--- src/rtl/ex_mem_wb_path.sv ---
// EX/MEM and MEM/WB pipeline registers with a 64-word data memory between them.
// Drives the branch redirect to fetch and the register-file write port.
module ex_mem_wb_path (
    input  logic        clk,
    input  logic        rst,
    input  logic        stall,
    input  logic        flush,
    input  logic        ex_valid,
    input  logic        ex_reg_write,
    input  logic        ex_mem_to_reg,
    input  logic        ex_branch,
    input  logic        ex_mem_read,
    input  logic        ex_mem_write,
    input  logic [31:0] ex_pc_branch,
    input  logic        ex_alu_zero,
    input  logic [31:0] ex_alu_res,
    input  logic [31:0] ex_rt_data,
    input  logic [4:0]  ex_write_reg,
    output logic        pc_src,
    output logic [31:0] pc_branch,
    output logic        wb_valid,
    output logic        wb_reg_write,
    output logic [4:0]  wb_write_reg,
    output logic [31:0] wb_write_data,
    output logic [31:0] wb_read_data,
    output logic [31:0] wb_alu_res
);

    // EX/MEM register
    logic        mem_valid_q,      mem_valid_d;
    logic        mem_reg_write_q,  mem_reg_write_d;
    logic        mem_mem_to_reg_q, mem_mem_to_reg_d;
    logic        mem_branch_q,     mem_branch_d;
    logic        mem_mem_read_q,   mem_mem_read_d;
    logic        mem_mem_write_q,  mem_mem_write_d;
    logic [31:0] mem_pc_branch_q,  mem_pc_branch_d;
    logic        mem_alu_zero_q,   mem_alu_zero_d;
    logic [31:0] mem_alu_res_q,    mem_alu_res_d;
    logic [31:0] mem_rt_data_q,    mem_rt_data_d;
    logic [4:0]  mem_write_reg_q,  mem_write_reg_d;

    // MEM/WB register
    logic        wb_valid_q,       wb_valid_d;
    logic        wb_reg_write_q,   wb_reg_write_d;
    logic        wb_mem_to_reg_q,  wb_mem_to_reg_d;
    logic [4:0]  wb_write_reg_q,   wb_write_reg_d;
    logic [31:0] wb_alu_res_q,     wb_alu_res_d;
    logic [31:0] wb_read_data_q,   wb_read_data_d;

    // Data memory
    logic [31:0] dmem_q [64];
    logic [31:0] dmem_d [64];
    logic [5:0]  dmem_addr;
    logic [31:0] dmem_rdata;
    logic        dmem_we;

    assign dmem_addr  = mem_alu_res_q[7:2];
    assign dmem_rdata = dmem_q[dmem_addr];
    assign dmem_we    = mem_valid_q & mem_mem_write_q & ~stall;

    always_comb begin
        mem_valid_d      = mem_valid_q;
        mem_reg_write_d  = mem_reg_write_q;
        mem_mem_to_reg_d = mem_mem_to_reg_q;
        mem_branch_d     = mem_branch_q;
        mem_mem_read_d   = mem_mem_read_q;
        mem_mem_write_d  = mem_mem_write_q;
        mem_pc_branch_d  = mem_pc_branch_q;
        mem_alu_zero_d   = mem_alu_zero_q;
        mem_alu_res_d    = mem_alu_res_q;
        mem_rt_data_d    = mem_rt_data_q;
        mem_write_reg_d  = mem_write_reg_q;
        // Flush wins over stall; datapath fields of a bubble are loaded but never consumed.
        if (flush || !stall) begin
            mem_valid_d      = ex_valid      & ~flush;
            mem_reg_write_d  = ex_reg_write  & ~flush;
            mem_mem_to_reg_d = ex_mem_to_reg & ~flush;
            mem_branch_d     = ex_branch     & ~flush;
            mem_mem_read_d   = ex_mem_read   & ~flush;
            mem_mem_write_d  = ex_mem_write  & ~flush;
            mem_pc_branch_d  = ex_pc_branch;
            mem_alu_zero_d   = ex_alu_zero;
            mem_alu_res_d    = ex_alu_res;
            mem_rt_data_d    = ex_rt_data;
            mem_write_reg_d  = ex_write_reg;
        end
    end

    always_comb begin
        wb_valid_d      = wb_valid_q;
        wb_reg_write_d  = wb_reg_write_q;
        wb_mem_to_reg_d = wb_mem_to_reg_q;
        wb_write_reg_d  = wb_write_reg_q;
        wb_alu_res_d    = wb_alu_res_q;
        wb_read_data_d  = wb_read_data_q;
        if (!stall) begin
            wb_valid_d      = mem_valid_q;
            wb_reg_write_d  = mem_reg_write_q;
            wb_mem_to_reg_d = mem_mem_to_reg_q;
            wb_write_reg_d  = mem_write_reg_q;
            wb_alu_res_d    = mem_alu_res_q;
            wb_read_data_d  = mem_mem_read_q ? dmem_rdata : '0;
        end
    end

    always_comb begin
        dmem_d = dmem_q;
        if (dmem_we) begin
            dmem_d[dmem_addr] = mem_rt_data_q;
        end
    end

    always_ff @(posedge clk or negedge rst) begin
        if (!rst) begin
            mem_valid_q      <= 1'b0;
            mem_reg_write_q  <= 1'b0;
            mem_mem_to_reg_q <= 1'b0;
            mem_branch_q     <= 1'b0;
            mem_mem_read_q   <= 1'b0;
            mem_mem_write_q  <= 1'b0;
            mem_pc_branch_q  <= '0;
            mem_alu_zero_q   <= 1'b0;
            mem_alu_res_q    <= '0;
            mem_rt_data_q    <= '0;
            mem_write_reg_q  <= '0;
            wb_valid_q       <= 1'b0;
            wb_reg_write_q   <= 1'b0;
            wb_mem_to_reg_q  <= 1'b0;
            wb_write_reg_q   <= '0;
            wb_alu_res_q     <= '0;
            wb_read_data_q   <= '0;
        end else begin
            mem_valid_q      <= mem_valid_d;
            mem_reg_write_q  <= mem_reg_write_d;
            mem_mem_to_reg_q <= mem_mem_to_reg_d;
            mem_branch_q     <= mem_branch_d;
            mem_mem_read_q   <= mem_mem_read_d;
            mem_mem_write_q  <= mem_mem_write_d;
            mem_pc_branch_q  <= mem_pc_branch_d;
            mem_alu_zero_q   <= mem_alu_zero_d;
            mem_alu_res_q    <= mem_alu_res_d;
            mem_rt_data_q    <= mem_rt_data_d;
            mem_write_reg_q  <= mem_write_reg_d;
            wb_valid_q       <= wb_valid_d;
            wb_reg_write_q   <= wb_reg_write_d;
            wb_mem_to_reg_q  <= wb_mem_to_reg_d;
            wb_write_reg_q   <= wb_write_reg_d;
            wb_alu_res_q     <= wb_alu_res_d;
            wb_read_data_q   <= wb_read_data_d;
        end
    end

    always_ff @(posedge clk or negedge rst) begin
        if (!rst) begin
            for (int unsigned i = 0; i < 64; i++) begin
                dmem_q[i] <= '0;
            end
        end else begin
            dmem_q <= dmem_d;
        end
    end

    assign pc_src        = mem_valid_q & mem_branch_q & mem_alu_zero_q;
    assign pc_branch     = mem_pc_branch_q;
    assign wb_valid      = wb_valid_q;
    assign wb_reg_write  = wb_valid_q & wb_reg_write_q & (wb_write_reg_q != '0);
    assign wb_write_reg  = wb_write_reg_q;
    assign wb_read_data  = wb_read_data_q;
    assign wb_alu_res    = wb_alu_res_q;
    assign wb_write_data = wb_mem_to_reg_q ? wb_read_data_q : wb_alu_res_q;

endmodule

--- config.mk ---
export PLATFORM = sky130hd
export DESIGN_NAME = ex_mem_wb_path
export DESIGN_NICKNAME = d
export VERILOG_FILES = /design/src/rtl/ex_mem_wb_path.sv
export SDC_FILE = /design/constraint.sdc
export NUM_CORES = 2
export LEC_CHECK = 0
export BUFFER_PORTS_ARGS = -buffer_cell sky130_fd_sc_hd__buf_2
export CORE_UTILIZATION = 55
export CTS_BUF_LIST = sky130_fd_sc_hd__clkbuf_4
export DETAILED_ROUTE_END_ITERATION = 10
export PLACE_DENSITY = 0.76
export SYNTH_ARGS = -nofsm -noshare
export SYNTH_HDL_FRONTEND = slang
export SYNTH_SLANG_ARGS = --single-unit
export TNS_END_PERCENT = 1
--- constraint.sdc ---
create_clock -name clk -period 2.65 [get_ports clk]
set_input_delay 0.265 -clock clk [delete_from_list [all_inputs] [get_ports clk]]
set_output_delay 0.265 -clock clk [all_outputs]
set_load 0.02 [all_outputs]
After elaboration in Yosys (flattened, before gate mapping)
Index checks and enable logic that the tools add are counted.
- bits in latches: 0
- memory bits (read-only): 0
- output and inout port bits: 136
- bits in writable memories: 0
- register bits after elaboration: 2228
- memories kept: 0
- logic and storage cells: 110
- bits of input ports: 112
- equal/unequal tests: 0
- bitwise gates (word level): 15
- multiplexer cells: 8
- magnitude comparators: 2
- reduce and logical (&&, ||, !) cells: 4
- shift operators: 0
- add/subtract/negate cells: 0
- multiply operators: 0
- divide/modulo/power cells: 0
- operators by type and width (cell ; number):
    $bwmux 2048 ; 1
    $bmux 32 s6 ; 1
    $demux 32 s6 ; 1
    $mux 32 ; 5
    $and 1x1->1 ; 12
    $ge 7x7->1 const B ; 1
    $lt 7x1->1 const B ; 1
    $not 6->7 ; 1
    $reduce_bool 5->1 ; 1
    $not 1->1 ; 2
    $logic_and 1x1->1 ; 1
    $logic_not 1->1 ; 1
    $logic_or 1x1->1 ; 1

Depth between registers and ports, before layout
- word-level depth: 6
- gate-level depth with buffers: 11
- depth with buffers taken out: 6

Least setup slack after synthesis
OpenSTA, ideal clock, no wires.
- kind: register to register
- start point: register mem_alu_res_q[3]
- end point: register wb_read_data_q[28] (netlist: wb_read_data[28])
- setup time: 140 ps
- path slack: 489 ps
- cell stages (with the launch flop): 10
- data arrival time: 2022 ps
- clock period less this slack: 2161 ps
- cell sequence: dfrtp_1 -> buf_2 -> and2_1 -> clkbuf_1 -> buf_2 -> a22oi_1 -> o22ai_1 -> or4_1 -> a2111oi_0 -> a31oi_1
- longest elaborated chain between the ends: 5
- ends and longest elaborated chain (element ; RTL line ; text):
    start: declaration ; 38 ; logic [31:0] mem_alu_res_q, mem_alu_res_d;
    start signal: assignment ; 141 ; mem_alu_res_q <= mem_alu_res_d;
    $not 6->7 (not written as such) ; 58 ; assign dmem_rdata = dmem_q[dmem_addr];
    $bmux 32 s6 ; 58 ;
    $mux 32 (not written as such) (2 in a row) ; 58 ;
    $mux 32 ; 102 ; wb_read_data_d = mem_mem_read_q ? dmem_rdata : '0;
    end signal: assignment ; 149 ; wb_read_data_q <= wb_read_data_d;
    end: declaration ; 48 ; logic [31:0] wb_read_data_q, wb_read_data_d;
No other way between the ends. The select of a mux whose other input is x is not followed.
A chain may end at the register's enable or synchronous reset.

Worst setup path after layout
- start point: register wb_write_reg_q[1] (netlist: wb_write_reg[1])
- end point: output wb_reg_write
- longest elaborated chain between the ends: 2
- ends and longest elaborated chain (element ; RTL line ; text):
    start: declaration ; 46 ; logic [4:0] wb_write_reg_q, wb_write_reg_d;
    start signal: assignment ; 147 ; wb_write_reg_q <= wb_write_reg_d;
    $reduce_bool 5->1 ; 166 ; assign wb_reg_write = wb_valid_q & wb_reg_write_q & (wb_write_reg_q != '0);
    $and 1x1->1 ; 166 ;
    end: declaration ; 22 ; output logic wb_reg_write,
No other way between the ends.

==> impl_results.md <==
* Net switching power at approximately 19 mW
* Count of cell types in the netlist at 52
* Total power at between 70 and 80 mW
* Peak clock frequency supported by timing at between 0.3 and 0.4 GHz
* HPWL after detailed placement at roughly 200 mm
* Routed via count at 72631
* Clock Sink Count at between 2000 and 2500
* CP Max Fanout at 2
* Commonest non-fill, non-tap cells in the layout: 2250 x mux2_2, 2188 x dfrtp_1, 828 x clkbuf_4, 610 x a22oi_1, 434 x buf_4
* Fraction of power consumed by combinational cells at 9.9%
* Maximum resistive drop on vdd at between 0.0005 and 0.0006 V
* Antenna violations before repair at 16
* Final Core Density at between 60% and 70%
* Via count of the first global-routing pass at between 70000 and 80000
* Gate count after technology mapping at 7326
* Part of the cycle the worst path needs at 112.9%
* Worst Min Path Start: stall
* Clock Pin Slew Worst Setup and Hold Paths at about 0.080 ns
* CTS tree: done
* Post-Syn Nets at between 7000 and 8000
* Sequential share of power at 49.5%
* Row count at approximately 160
* Crit end category: output port
* Flop and latch count out of synthesis at around 2200
* Effective utilization at floorplan at between 50% and 60%
* Area contributors post-synth: dfrtp_1 56%, mux2_2 26%, a22oi_1 4.7%
* Leading cell type in the layout, fill and taps excluded: mux2_2
* Maximum root-to-sink buffer count at 4
* Width of the die at 426.1 um
* Maximum number of pins on one net before global-route repair at about 120
* Die height at ~430 um
* Post-Place Worst Slack at -0.3315 ns
* Ys async rst share at 100.0%
* Clock Skew at roughly 0.12 ns
* Cell accounting for the most synthesized area: dfrtp_1
* Worst slew pin tran at roughly 1.0 ns
* Synthesized area divided by synthesized cell count at around 14 um2
* Final slew viol count at 0
* Start point of the critical path: wb_write_reg[1]
* Total die area at roughly 0.18 mm2
* I/O Pins at 248
* Number of antenna-violating nets in the routed design at 0
* Register name with the most flops: dmem_q
* Root Buffer Master: clkbuf_4
* Average via count per standard cell at roughly 6.6
* Worst hold path type: primary input to register
* Worst reg2reg path startpoint: mem_alu_res_q[3]
* Area growth from synthesis to layout at 19.54%
* Data required, critical path at about 2.4 ns
* Type of element launching the critical path: register
* Hold Vio Cnt, Final at 0
* Pleak at between 50 and 60 nW
* Number of max-cap violations at 0
* Post-layout min period at 2.993 ns
* Routed wire per std cell at between 20 and 30 um
* Nets at between 8000 and 9000
* Core Region at 0.1786 mm2
* Total number of yosys warnings at 0
* Area of the mapped netlist at a little under 0.1 mm2
* Initial DRC count at a little under 8000
* Total track usage at ~36%
* Pwr Density at approximately 600 mW/mm2
* Final weighted congestion in routability-driven placement at 0.9551
* Power share of the clock group at slightly above 40%
* Sequential area share after synthesis at approximately 56%
* Max reg flops at between 2000 and 2500
* Final setup violation count at 46
* Most instantiated flip-flop cell in the synthesis netlist: dfrtp_1
* Number of remaining DRC errors at 0
* Aggregate routed wire length at 323.6 mm
* Internal power consumption at ~52 mW
* Endpoint arrival time on the critical path at between 2 and 3 ns
* Sw frac at between 20% and 30%
* Failing checks: setup timing
* Overflow after GRT at 0
* Share of the synthesized area in the top cell type at 56.35%
* Status: complete, but fails checks
* Maximum level of the CTS H-tree at 6
* Unrepaired setup endpoints after global routing: yes
* First-pass GRT wire length at a little under 500 mm
* Final worst slack at -0.3430 ns
* Crit Path Class: register to output port
* Count of input and output buffers at about 250
* TritonCTS Buffers at around 580
* Share of post-route cells with drive strength above 1 at roughly half
* Total of fill cells in the finished design at between 10000 and 15000
* Count of flip-flops with a built-in enable after synthesis at 0
* First drt pass iteration count at 6
* Later-pin clock latency in the skew report at 1.43 ns
* Remaining max-slew budget at the tightest pin at a little under a third
## cell usage after synthesis, drive strengths merged (2+ instances only)
| cell | count |
|---|---|
| a221o | 14 |
| nor3 | 14 |
| a2111oi | 3 |
| mux2i | 157 |
| mux2 | 2250 |
| nand2b | 9 |
| nor4 | 57 |
| mux4 | 34 |
| nor2 | 129 |
| o211ai | 30 |
| and3 | 5 |
| clkbuf | 418 |
| o211a | 13 |
| a211o | 2 |
| or2 | 3 |
| o2111a | 14 |
| or4 | 3 |
| or3 | 3 |
| a211oi | 34 |
| and2 | 5 |
| o2bb2ai | 13 |
| nand3 | 3 |
| nand2 | 177 |
| o22ai | 245 |
| a41oi | 27 |
| a221oi | 113 |
| dfrtp | 2228 |
| nor3b | 4 |
| and4 | 3 |
| a22oi | 622 |
| a22o | 56 |
| o21ai | 86 |
| nor2b | 12 |
| buf | 364 |
| a31oi | 4 |
| a21oi | 161 |
## path summary, 6_finish.rpt
kind	depth (start not counted)	end	slack [ns]
hold / removal	4	wb_mem_to_reg_q	0.14
setup reg to reg	6	wb_read_data[22]	-0.13
hold reg to reg	1	wb_alu_res[8]	0.45
min in group asynchronous	5	dmem_q[829]	0.51
max in group asynchronous	7	dmem_q[457]	0.73
setup / recovery	3	wb_reg_write	-0.34
## kinds of logic after synthesis
group	Yosys count	synth area share, %
flip-flops	2228	56.35
AND/OR/NAND/NOR	430	1.959
multiplexers	2441	27.97
AO/OA/AOI/OAI	1445	10.43
buffers and inverters	782	3.297
## per-layer routing
metal	vias to the layer above	wire, um	track usage (%)
li1	29628	-	-
met1	37637	122300	45.32
met2	4252	146800	54.25
met3	1102	35880	11.20
met4	12	18650	18.89
met5	-	81	0
## critical path, cell delays in order (launching register included)
cell and delay (ns):
dfrtp_1 0.40, or3_1 0.39, o311a_1 0.36, buf_6 0.15
## power groups by stage
| stage | Combinational, mW | Sequential, mW | Clock [mW] |
|---|---|---|---|
| 2_1_floorplan | 2.94 | 35.6 | 0 |
| 3_3_place_gp | 6.18 | 35.8 | 0 |
| 3_5_place_dp | 6.29 | 35.8 | 0 |
| 4_1_cts | 6.75 | 35.2 | 29.1 |
| 5_1_grt | 7.32 | 35.3 | 31.2 |
| 6_report | 7.04 | 35.2 | 29.0 |
## repair_timing
action | CTS | global route
pin swaps | 0 | 7
resized for setup | 27 | 58
hold endpoints to repair | 2415 | 0
endpoints found under the setup margin | 49 | 56
setup buffers | 3 | 1
hold buffers | 312 | 0
## stage by stage
step	setup TNS (ns)	area (um2)	hold slack, ns	instances
after CTS	-8.765	118000	0.01358	11031
after global routing	-11.24	118300	0.07870	11042
after floorplan	0	98940	-0.03059	7326
final	-7.861	118300	0.1392	11047
after global placement	-0.8913	107900	0.1401	9786
after detailed placement	-0.8533	107900	0.1400	9786
## final cells by class
cell class / instances / area [um2] / area share (%)
repair buffers: 1203 / 12030 / 10.17
clock buffers: 828 / 6216 / 5.256
well taps: 2355 / 2947 / 2.491
flip-flops and latches: 2228 / 55810 / 47.19
diodes: 15 / 37.54 / 0.03174
multi-input cells: 4316 / 40600 / 34.33
clock inverters: 102 / 626.9 / 0.5300
No activity file was read; power rests on OpenSTA's default activity.
